[src/rtl/pre_proc_fl.sv]
// Signed integer to float-word converter ({sign, expo, normalized mant}) with start/busy/done handshake.
// Define PRE_PROC_FL_LZC_EN to normalize in one cycle with a leading-zero count instead of 1 bit/cycle.
module pre_proc_fl #(
  parameter int NBMANT = 22,
  parameter int NBEXPO = 6,
  parameter int NUBITS = 16
) (
  input  logic                     clk,
  input  logic                     rst,
  input  logic                     start,
  input  logic                     neg,
  input  logic signed [NUBITS-1:0] in,
  output logic                     busy,
  output logic                     done,
  output logic [NBMANT+NBEXPO:0]   out
);

  localparam int OUT_W = NBMANT + NBEXPO + 1;
  localparam logic [OUT_W-1:0] FLOAT_ZERO = {1'b0, 1'b1, {(OUT_W-2){1'b0}}};

  typedef enum logic {IDLE, NORM} state_t;

  state_t            state;
  logic              s_p0;
  logic              zflag_p0;
  logic [NBMANT-1:0] w_p0;

  // Magnitude as unsigned: the most negative input maps to 2^(NUBITS-1) without overflow.
  function automatic logic [NUBITS-1:0] abs_val(input logic signed [NUBITS-1:0] x);
    logic signed [NUBITS-1:0] nx;
    nx = -x;
    abs_val = x[NUBITS-1] ? $unsigned(nx) : $unsigned(x);
  endfunction

`ifdef PRE_PROC_FL_LZC_EN
  function automatic logic [NBEXPO-1:0] lzc(input logic [NBMANT-1:0] v);
    logic found;
    found = 1'b0;
    lzc   = '0;
    for (int i = NBMANT-1; i >= 0; i--) begin
      if (!found) begin
        if (v[i]) found = 1'b1;
        else       lzc  = lzc + NBEXPO'(1);
      end
    end
  endfunction

  logic [NBEXPO-1:0] lz;
  logic [NBEXPO-1:0] lz_neg;
  assign lz     = lzc(w_p0);
  assign lz_neg = -lz;
`else
  logic [NBEXPO-1:0] e_p0;
`endif

  always_ff @(posedge clk or negedge rst) begin
    if (!rst) begin
      state    <= IDLE;
      busy     <= 1'b0;
      done     <= 1'b0;
      out      <= FLOAT_ZERO;
      s_p0     <= 1'b0;
      zflag_p0 <= 1'b0;
      w_p0     <= '0;
`ifndef PRE_PROC_FL_LZC_EN
      e_p0     <= '0;
`endif
    end else begin
      done <= 1'b0;
      case (state)
        // Operand capture: sign, magnitude and zero flag.
        IDLE: begin
          if (start) begin
            s_p0     <= in[NUBITS-1] ^ neg;
            w_p0     <= NBMANT'(abs_val(in));
            zflag_p0 <= (in == '0);
`ifndef PRE_PROC_FL_LZC_EN
            e_p0     <= '0;
`endif
            busy     <= 1'b1;
            state    <= NORM;
          end
        end
        // Normalization until the mantissa MSB is set; zero bypasses with a forced positive sign.
        NORM: begin
          if (zflag_p0) begin
            out   <= FLOAT_ZERO;
            done  <= 1'b1;
            busy  <= 1'b0;
            state <= IDLE;
`ifdef PRE_PROC_FL_LZC_EN
          end else begin
            out   <= {s_p0, lz_neg, w_p0 << lz};
            done  <= 1'b1;
            busy  <= 1'b0;
            state <= IDLE;
          end
`else
          end else if (w_p0[NBMANT-1]) begin
            out   <= {s_p0, e_p0, w_p0};
            done  <= 1'b1;
            busy  <= 1'b0;
            state <= IDLE;
          end else begin
            w_p0 <= w_p0 << 1;
            e_p0 <= e_p0 - NBEXPO'(1);
          end
`endif
        end
        default: state <= IDLE;
      endcase
    end
  end

endmodule
[config.mk]
export PLATFORM = sky130hd
export DESIGN_NAME = pre_proc_fl
export DESIGN_NICKNAME = d
export VERILOG_FILES = /design/src/rtl/pre_proc_fl.sv
export SDC_FILE = /design/constraint.sdc
export NUM_CORES = 1
export LEC_CHECK = 0
export CORE_ASPECT_RATIO = 2
export CORE_UTILIZATION = 50
export CTS_CLUSTER_SIZE = 28
export DETAILED_ROUTE_END_ITERATION = 6
export PLACE_DENSITY = 0.76
export SLEW_MARGIN = 20
export SYNTH_ARGS = -nofsm -noshare
export SYNTH_HDL_FRONTEND = slang
export SYNTH_SLANG_ARGS = --single-unit
export TNS_END_PERCENT = 10
[constraint.sdc]
create_clock -name clk -period 1.9 [get_ports clk]
set_input_delay 0.19 -clock clk [delete_from_list [all_inputs] [get_ports clk]]
set_output_delay 0.19 -clock clk [all_outputs]
set_load 0.01 [all_outputs]
# Yosys cells after proc, flatten, opt, wreduce, memory -nomap -nowiden
# Index checks and enable logic that the tools add are counted.
# W data, S select, Z words.
# totals
regBits	62
in_bits	20
# op_classes
n_bitwise	2
n_reduce_logical	7
n_eq_ne	4
add_sub_neg	2
mux	22
# ops
op	n
$mux W22	3
$mux W29	2
$pmux W22 S2	1
$mux W6	3
$logic_not A16 Y1	1
$mux W16	1
$neg A16 Y16	1
$pmux W6 S2	1
$mux W1	9
$reduce_and A2 Y1	4
$ne A2 B2 Y1 const B	3
$sub A6 B1 Y6 const B	1
$pmux W1 S2	2
$ne A3 B1 Y1 const B	1
$reduce_and A3 Y1	1
$reduce_bool A2 Y1	1
$not A1 Y1	1
$xor A1 B1 Y1	1

# Logic depth before layout (Yosys ltp)
# Gate-level depths: netlist of run 1.
# depth
ltp_word	4
ltp_mapped	7

# Worst setup path before layout of run 1
# No wires, ideal clock.
# synth_path
kind	reg-to-reg
from	register w_p0[21]
to	register w_p0[12]
t_required_ns	1.770
setup_time_ns	0.130
path_stages_with_launch	7
n_path_buf	2
setup_slack_ns	0.282
period_less_slack_ns	1.618
t_arrival_ns	1.488
path_cell_list	dfrtp_1 buf_2 or3b_1 clkbuf_1 o21a_1 a41oi_1 o22ai_1
# synth_via
elab_chain_cells	2
# synth_lines
element	line_no	text
start: declaration	26	logic [NBMANT-1:0] w_p0;
start signal: assignment	75	w_p0 <= NBMANT'(abs_val(in));
start signal: assignment	105	w_p0 <= w_p0 << 1;
$ne A2 B2 Y1 (no source line)	n/a	
$reduce_and A3 Y1 (no source line)	n/a	
# No other way between the ends.
# A chain may end at the register's enable or synchronous reset.

# Worst setup path in the final report of run 1
# layout_path
from	register state
to	register w_p0[9]
# layout_via
elab_chain_cells	3
# layout_lines
element	line_no	text
start: declaration	23	state_t state;
start signal: assignment	58	state <= IDLE;
start signal: assignment	81	state <= NORM;
start signal: assignment	90	state <= IDLE;
$not A1 Y1 (no source line)	n/a	
$ne A2 B2 Y1 (no source line)	n/a	
$reduce_and A3 Y1 (no source line)	n/a	
# Several ways; a longest one is shown, not always the timed one.

==> impl_metrics.env, run 1 <==
export IMPL_status="finished, final reports clean"
export IMPL_boundaryPins=51
export IMPL_min_path_type="in -> async"
export IMPL_final_cells=416
export IMPL_die_x_um=55.61
export IMPL_grt_total_usage_pct=25.34
export IMPL_syn2layout_area_growth_pct=35.39
export IMPL_ir_worst_vdd_uv=1184
export IMPL_initial_core_util_pct=52.56
export IMPL_cts_sinks=62
export IMPL_syn_inst=270
export IMPL_clockBufferDepth=2
export IMPL_powerDensity_nw_per_um2=1606
export IMPL_cpPeakStageDelay_ps=470
export IMPL_clk_pin_slew_worst_paths_ps=60
export IMPL_ys_seq_area_share_pct=54.03
export IMPL_htreeDepth=3
export IMPL_diodes=0
export IMPL_required_ps=2120
export IMPL_power_frac_seq_pct=37.9
export IMPL_worst_path_max_fanout=16
export IMPL_slowest_stage="dfrtp_1"
export IMPL_maxCapViolCount=0
export IMPL_fin_crit_ps=1769
export IMPL_dp_hpwl_um=5363
export IMPL_synthFlopType="dfrtp_1"
export IMPL_leakage_nw=1.735
export IMPL_grt_pass1_wl_um=11530
export IMPL_yosysWarningCount=0
export IMPL_synth_distinct_cells=51
export IMPL_worstPathArrival_ps=1990
export IMPL_swShare_pct=35.59
export IMPL_yosys_area_top_type_share_pct=53.11
export IMPL_synth_net_count=292
export IMPL_finalHoldViolCount=0
export IMPL_finClkSkew_ps=7.699
export IMPL_nets=373
export IMPL_p_clk_share_pct=18.7
export IMPL_post_cts_setup_buffers=0
export IMPL_dp_cells=399
export IMPL_core_area_um2=5468
export IMPL_finalMaxSlewViolations=0
export IMPL_rsz0062_at_grt="false"
export IMPL_worstSkewPairLatency_ps=340
export IMPL_path_buf_inv=2
export IMPL_avgSynthCellArea_um2=10.64
export IMPL_numPortBuffers=50
export IMPL_fin_setup_tns_ps=0
export IMPL_yosysMostFrequentCell="dfrtp_1"
export IMPL_vias=2409
export IMPL_route_detailed_drc=0
export IMPL_combPwrFrac_pct=43.5
export IMPL_wl_per_cell_um=16.94
export IMPL_std_cell_rows=38
export IMPL_cts_made_buffers=9
export IMPL_ys_seq_elements=62
export IMPL_hold_slack_ps=337.5
export IMPL_tritoncts="built"
export IMPL_wirelength_um=7046
export IMPL_die_area_um2=6074
export IMPL_synth_edf_count=0
export IMPL_overflow=0
export IMPL_fmax_ghz=0.5653
export IMPL_worstMarginPinSlew_ps=475.4
export IMPL_ys_top_cells_by_count="dfrtp_1, a22o_1, nand2_1, nor2_1, clkbuf_1"
export IMPL_antenna_found_initial=0
export IMPL_crit_type="reg -> reg"
export IMPL_clockRootBuffer="clkbuf_8"
export IMPL_globalplace_congestion=0.8416
export IMPL_yosysTopAreaCell="dfrtp_1"
export IMPL_fp_dieH_um=109.2
export IMPL_intPower_w=0.004026
export IMPL_synth_area_top_cells="dfrtp_1, a22o_1, nand2_1, nor2_1, xor2_1"
export IMPL_startpoint_type="flip-flop"
export IMPL_setup_viol=0
export IMPL_grt_max_degree=44
export IMPL_power_switching_w=0.002224
export IMPL_async_reset_ff_share_pct=100.0
export IMPL_relSlewSlack_pct=68.19
export IMPL_firstDrtPassIters=4
export IMPL_drt_vias_per_instance=5.791
export IMPL_drive_gt1_share_pct=17.98
export IMPL_syn_area_um2=2874
export IMPL_nFillCells=439
export IMPL_grt_pass1_vias=2439
export IMPL_crit_path_end_kind="flip-flop"
export IMPL_drt_iter0_markers=94
export IMPL_drtAntennaViolNets=0
export IMPL_period_share_pct=93.11
export IMPL_critPathTopFamily="flip-flops"
export IMPL_postLayoutCoreUtil_pct=71.17
export IMPL_crit_chain="buf_4 -> nor3b_4 -> nor2_2 -> inv_2 -> o21ai_0 -> a21oi_1"
==> registers in the layout, indices dropped and copies added, names as in the netlist <==
register  cells
busy          1
done          1
e_p0          6
out          29
s_p0          1
state         1
w_p0         22
zflag_p0      1
==> layer usage <==
metal | GRT usage, % | up-vias | share of wire (%)
li1 | - | 1154 | -
met1 | 27.16 | 1172 | 39
met2 | 45.96 | 67 | 55
met3 | 5.338 | 16 | 2.6
met4 | 13.57 | 0 | 3.2
met5 | 0 | - | 0
==> per-stage QoR <==
step	total power, W	cell area [um^2]	setup WS [ps]
after floorplan	0.003824	2874	282.1
after global placement	0.005007	3680	-183.8
after detailed placement	0.005119	3680	-212.8
after CTS	0.006287	3891	147.4
after global routing	0.006627	3891	11.21
final	0.006251	3891	130.9
==> cell families after synthesis <==
kind of cell    after synthesis  synth area share [%]
flops                        62                 54.03
mux                           6                 2.133
fa+ha+maj                     2                0.8706
compound gates               78                 20.16
simple gates                 81                 15.24
buf+inv                      29                 3.918
xor+xnor                     12                 3.657
==> power groups by stage <==
| stage | Sequential, W | Clock (W) | Combinational (W) |
|---|---|---|---|
| after global placement | 0.00236 | 0 | 0.00265 |
| after global routing | 0.00243 | 0.00124 | 0.00295 |
| after floorplan | 0.00240 | 0 | 0.00142 |
| after CTS | 0.00237 | 0.00118 | 0.00274 |
| final | 0.00237 | 0.00117 | 0.00272 |
| after detailed placement | 0.00239 | 0 | 0.00273 |
==> area by class of cell <==
class | count | area [um^2] | area share, %
Clock buffer | 13 | 158.9 | 4.084
Clock inverter | 3 | 42.54 | 1.093
Inverter | 11 | 41.29 | 1.061
Multi-Input combinational cell | 179 | 1212 | 31.16
Sequential cell | 62 | 1553 | 39.90
Tap cell | 60 | 75.07 | 1.929
Timing Repair Buffer | 88 | 808.3 | 20.77
==> cell usage in the layout (no fill, tap or decap), types with 5 or more instances in the layout <==
master           synthesis  routed
xor2_1                   8       8
nor2_1                  22      22
inv_1                   10      10
o21ai_0                 10       9
nand3_1                  7       7
clkbuf_8                 0      11
nand2_1                 22      22
mux2i_1                  5       5
o31ai_1                  5       5
a22o_1                  27      27
dfrtp_1                 61      61
o22ai_1                  5       5
clkdlybuf4s50_1          0      49
a21oi_1                 12      12
buf_4                    0      35
==> path summary, 6_finish.rpt <==
kind	start	end	slack, ps	depth (start not counted)
max	state$_DFF_PN0_	w_p0[9]$_DFFE_PN0P_	130	6
min reg2reg	out[21]$_DFFE_PN0P_	out[21]$_DFFE_PN0P_	480	1
max in group asynchronous	rst	out[27]$_DFFE_PN1P_	940	3
min	rst	out[2]$_DFFE_PN0P_	340	2
min in group clk	in[0]	w_p0[0]$_DFFE_PN0P_	460	3
max reg2reg	state$_DFF_PN0_	w_p0[9]$_DFFE_PN0P_	130	6
==> repair_timing <==
item                                   CTS  global route
gates resized for setup                  0             0
hold buffers                             1             0
endpoints found under the hold margin   19             0
Note: power is estimated with default switching activity, not from simulation.
==> run 2, diff against run 1 <==
DONT_BUFFER_PORTS = 1   (was unset)
PLACE_DENSITY = 0.68   (was 0.76)
clock period = 1.5 ns   (was 1.9 ns; I/O delays follow)
==> impl_metrics.env, run 2 (same netlist as run 1, synthesis figures left out) <==
export IMPL_maxCapViolCount=0
export IMPL_violations="hold timing, setup timing"
export IMPL_ir_worst_vdd_uv=1399
export IMPL_wirelength_um=6819
export IMPL_worst_path_max_fanout=7
export IMPL_crit_path_end_kind="flip-flop"
export IMPL_grt_pass1_vias=2170
export IMPL_period_share_pct=103.8
export IMPL_final_common_cell="dfrtp_1"
export IMPL_clockRootBuffer="clkbuf_8"
export IMPL_wl_per_cell_um=18.23
export IMPL_hold_slack_ps=-503.4
export IMPL_die_area_um2=6074
export IMPL_diodes=0
export IMPL_core_area_um2=5468
export IMPL_powerDensity_nw_per_um2=2168
export IMPL_cts_hold_buf=6
export IMPL_final_cells=374
export IMPL_setup_viol=6
export IMPL_die_x_um=55.61
export IMPL_htreeDepth=3
export IMPL_fmax_ghz=0.6420
export IMPL_drt_iter0_markers=107
export IMPL_dp_hpwl_um=4800
export IMPL_route_detailed_drc=0
export IMPL_setup_ws_ps=-57.62
export IMPL_clockBufferDepth=2
export IMPL_status="complete, but fails checks"
export IMPL_postLayoutCoreUtil_pct=64.35
export IMPL_antenna_found_initial=0
export IMPL_startpoint_type="flip-flop"
export IMPL_clk_pin_slew_worst_paths_ps=70
export IMPL_min_path_type="in -> async"
export IMPL_relSlewSlack_pct=58.41
export IMPL_boundaryPins=51
export IMPL_nets=331
export IMPL_leakage_nw=1.590
export IMPL_nFillCells=430
export IMPL_grt_pass1_wl_um=10550
export IMPL_top_register="out"
export IMPL_drt_vias_per_instance=5.968
export IMPL_worstMarginPinSlew_ps=622.4
export IMPL_globalplace_congestion=0.8063
export IMPL_cts_made_buffers=9
export IMPL_grt_total_usage_pct=23.45
export IMPL_grt_max_degree=63
export IMPL_dp_slack_ps=-243.8
export IMPL_std_cell_rows=38
export IMPL_rsz0062_at_grt="true"
export IMPL_drive_gt1_share_pct=23.57
export IMPL_fin_crit_ps=1558
export IMPL_layout_common_cells="dfrtp_1, buf_4, a22o_1"
export IMPL_initial_core_util_pct=52.56
export IMPL_finClkSkew_ps=5.084
export IMPL_crit_type="reg -> reg"
export IMPL_tritoncts="built"
export IMPL_required_ps=1730
export IMPL_finalHoldViolCount=62
export IMPL_drtAntennaViolNets=0
export IMPL_largest_reg_flops=29
export IMPL_finalMaxSlewViolations=0
export IMPL_fp_dieH_um=109.2
export IMPL_numPortBuffers=0
export IMPL_cts_sinks=62
export IMPL_worstSkewPairLatency_ps=340
export IMPL_firstDrtPassIters=4
export IMPL_vias=2232
export IMPL_syn2layout_area_growth_pct=22.42
export IMPL_dp_cells=348
export IMPL_reg_largest_list="out x29, w_p0 x22, e_p0 x6"
export IMPL_overflow=0
export IMPL_worstPathArrival_ps=1790
[run 2: worst paths after layout]
kind	from	endpoint	slack, ps	depth (start not counted)
worst max-delay path	zflag_p0$_DFFE_PN0P_	w_p0[1]$_DFFE_PN0P_	-60	6
worst min-delay path	rst	out[25]$_DFFE_PN0P_	-500	0
worst max register to register	zflag_p0$_DFFE_PN0P_	w_p0[1]$_DFFE_PN0P_	-60	6
worst min register to register	s_p0$_DFFE_PN0P_	s_p0$_DFFE_PN0P_	480	2
max in group asynchronous	rst	out[27]$_DFFE_PN1P_	1810	0
min in group clk	in[5]	w_p0[5]$_DFFE_PN0P_	20	2
[run 2: cell type report]
cell class	count	area (um^2)	area share, %
Clock inverter	4	45.04	1.280
Timing Repair Buffer	45	382.9	10.88
Sequential cell	62	1553	44.13
Multi-Input combinational cell	179	1256	35.70
Clock buffer	12	155.1	4.410
Tap cell	60	75.07	2.134
Timing Repair inverter	1	7.507	0.2134
Inverter	11	43.79	1.245
[run 2: per-layer routing]
metal | track usage (%) | share of wire, %
met5 | 0 | 0
met4 | 12.14 | 2.4
met3 | 5.694 | 2.8
met2 | 42.00 | 56
met1 | 25.29 | 39
[run 2: what timing repair did]
action	4_1_cts	5_1_grt
buffers inserted	0	3
resized for setup	6	14
endpoints found under the hold margin	67	62
cloned	0	1
pin swaps	3	19
setup endpoints to repair	40	18
[run 2: worst max-delay path, cell delays in order (launching register included)]
cell and delay, ps:
dfrtp_1 410, buf_6 140, nor3b_4 250, buf_6 150, nor2_4 50, buf_6 150, a221o_1 280
[run 2: metrics by stage]
stage	power, W	area [um^2]	setup TNS (ps)
6_report	0.007626	3518	-184.5
2_1_floorplan	0.004872	2887	-246.0
5_1_grt	0.008066	3518	-1952
3_5_place_dp	0.005871	3154	-7022
4_1_cts	0.007431	3438	-228.1
3_3_place_gp	0.005766	3154	-3503
[run 2: report_power, final]
part | internal, W | switching (W)
clock network | 0.000849 | 0.000621
logic | 0.00152 | 0.00140
registers | 0.00244 | 0.000801
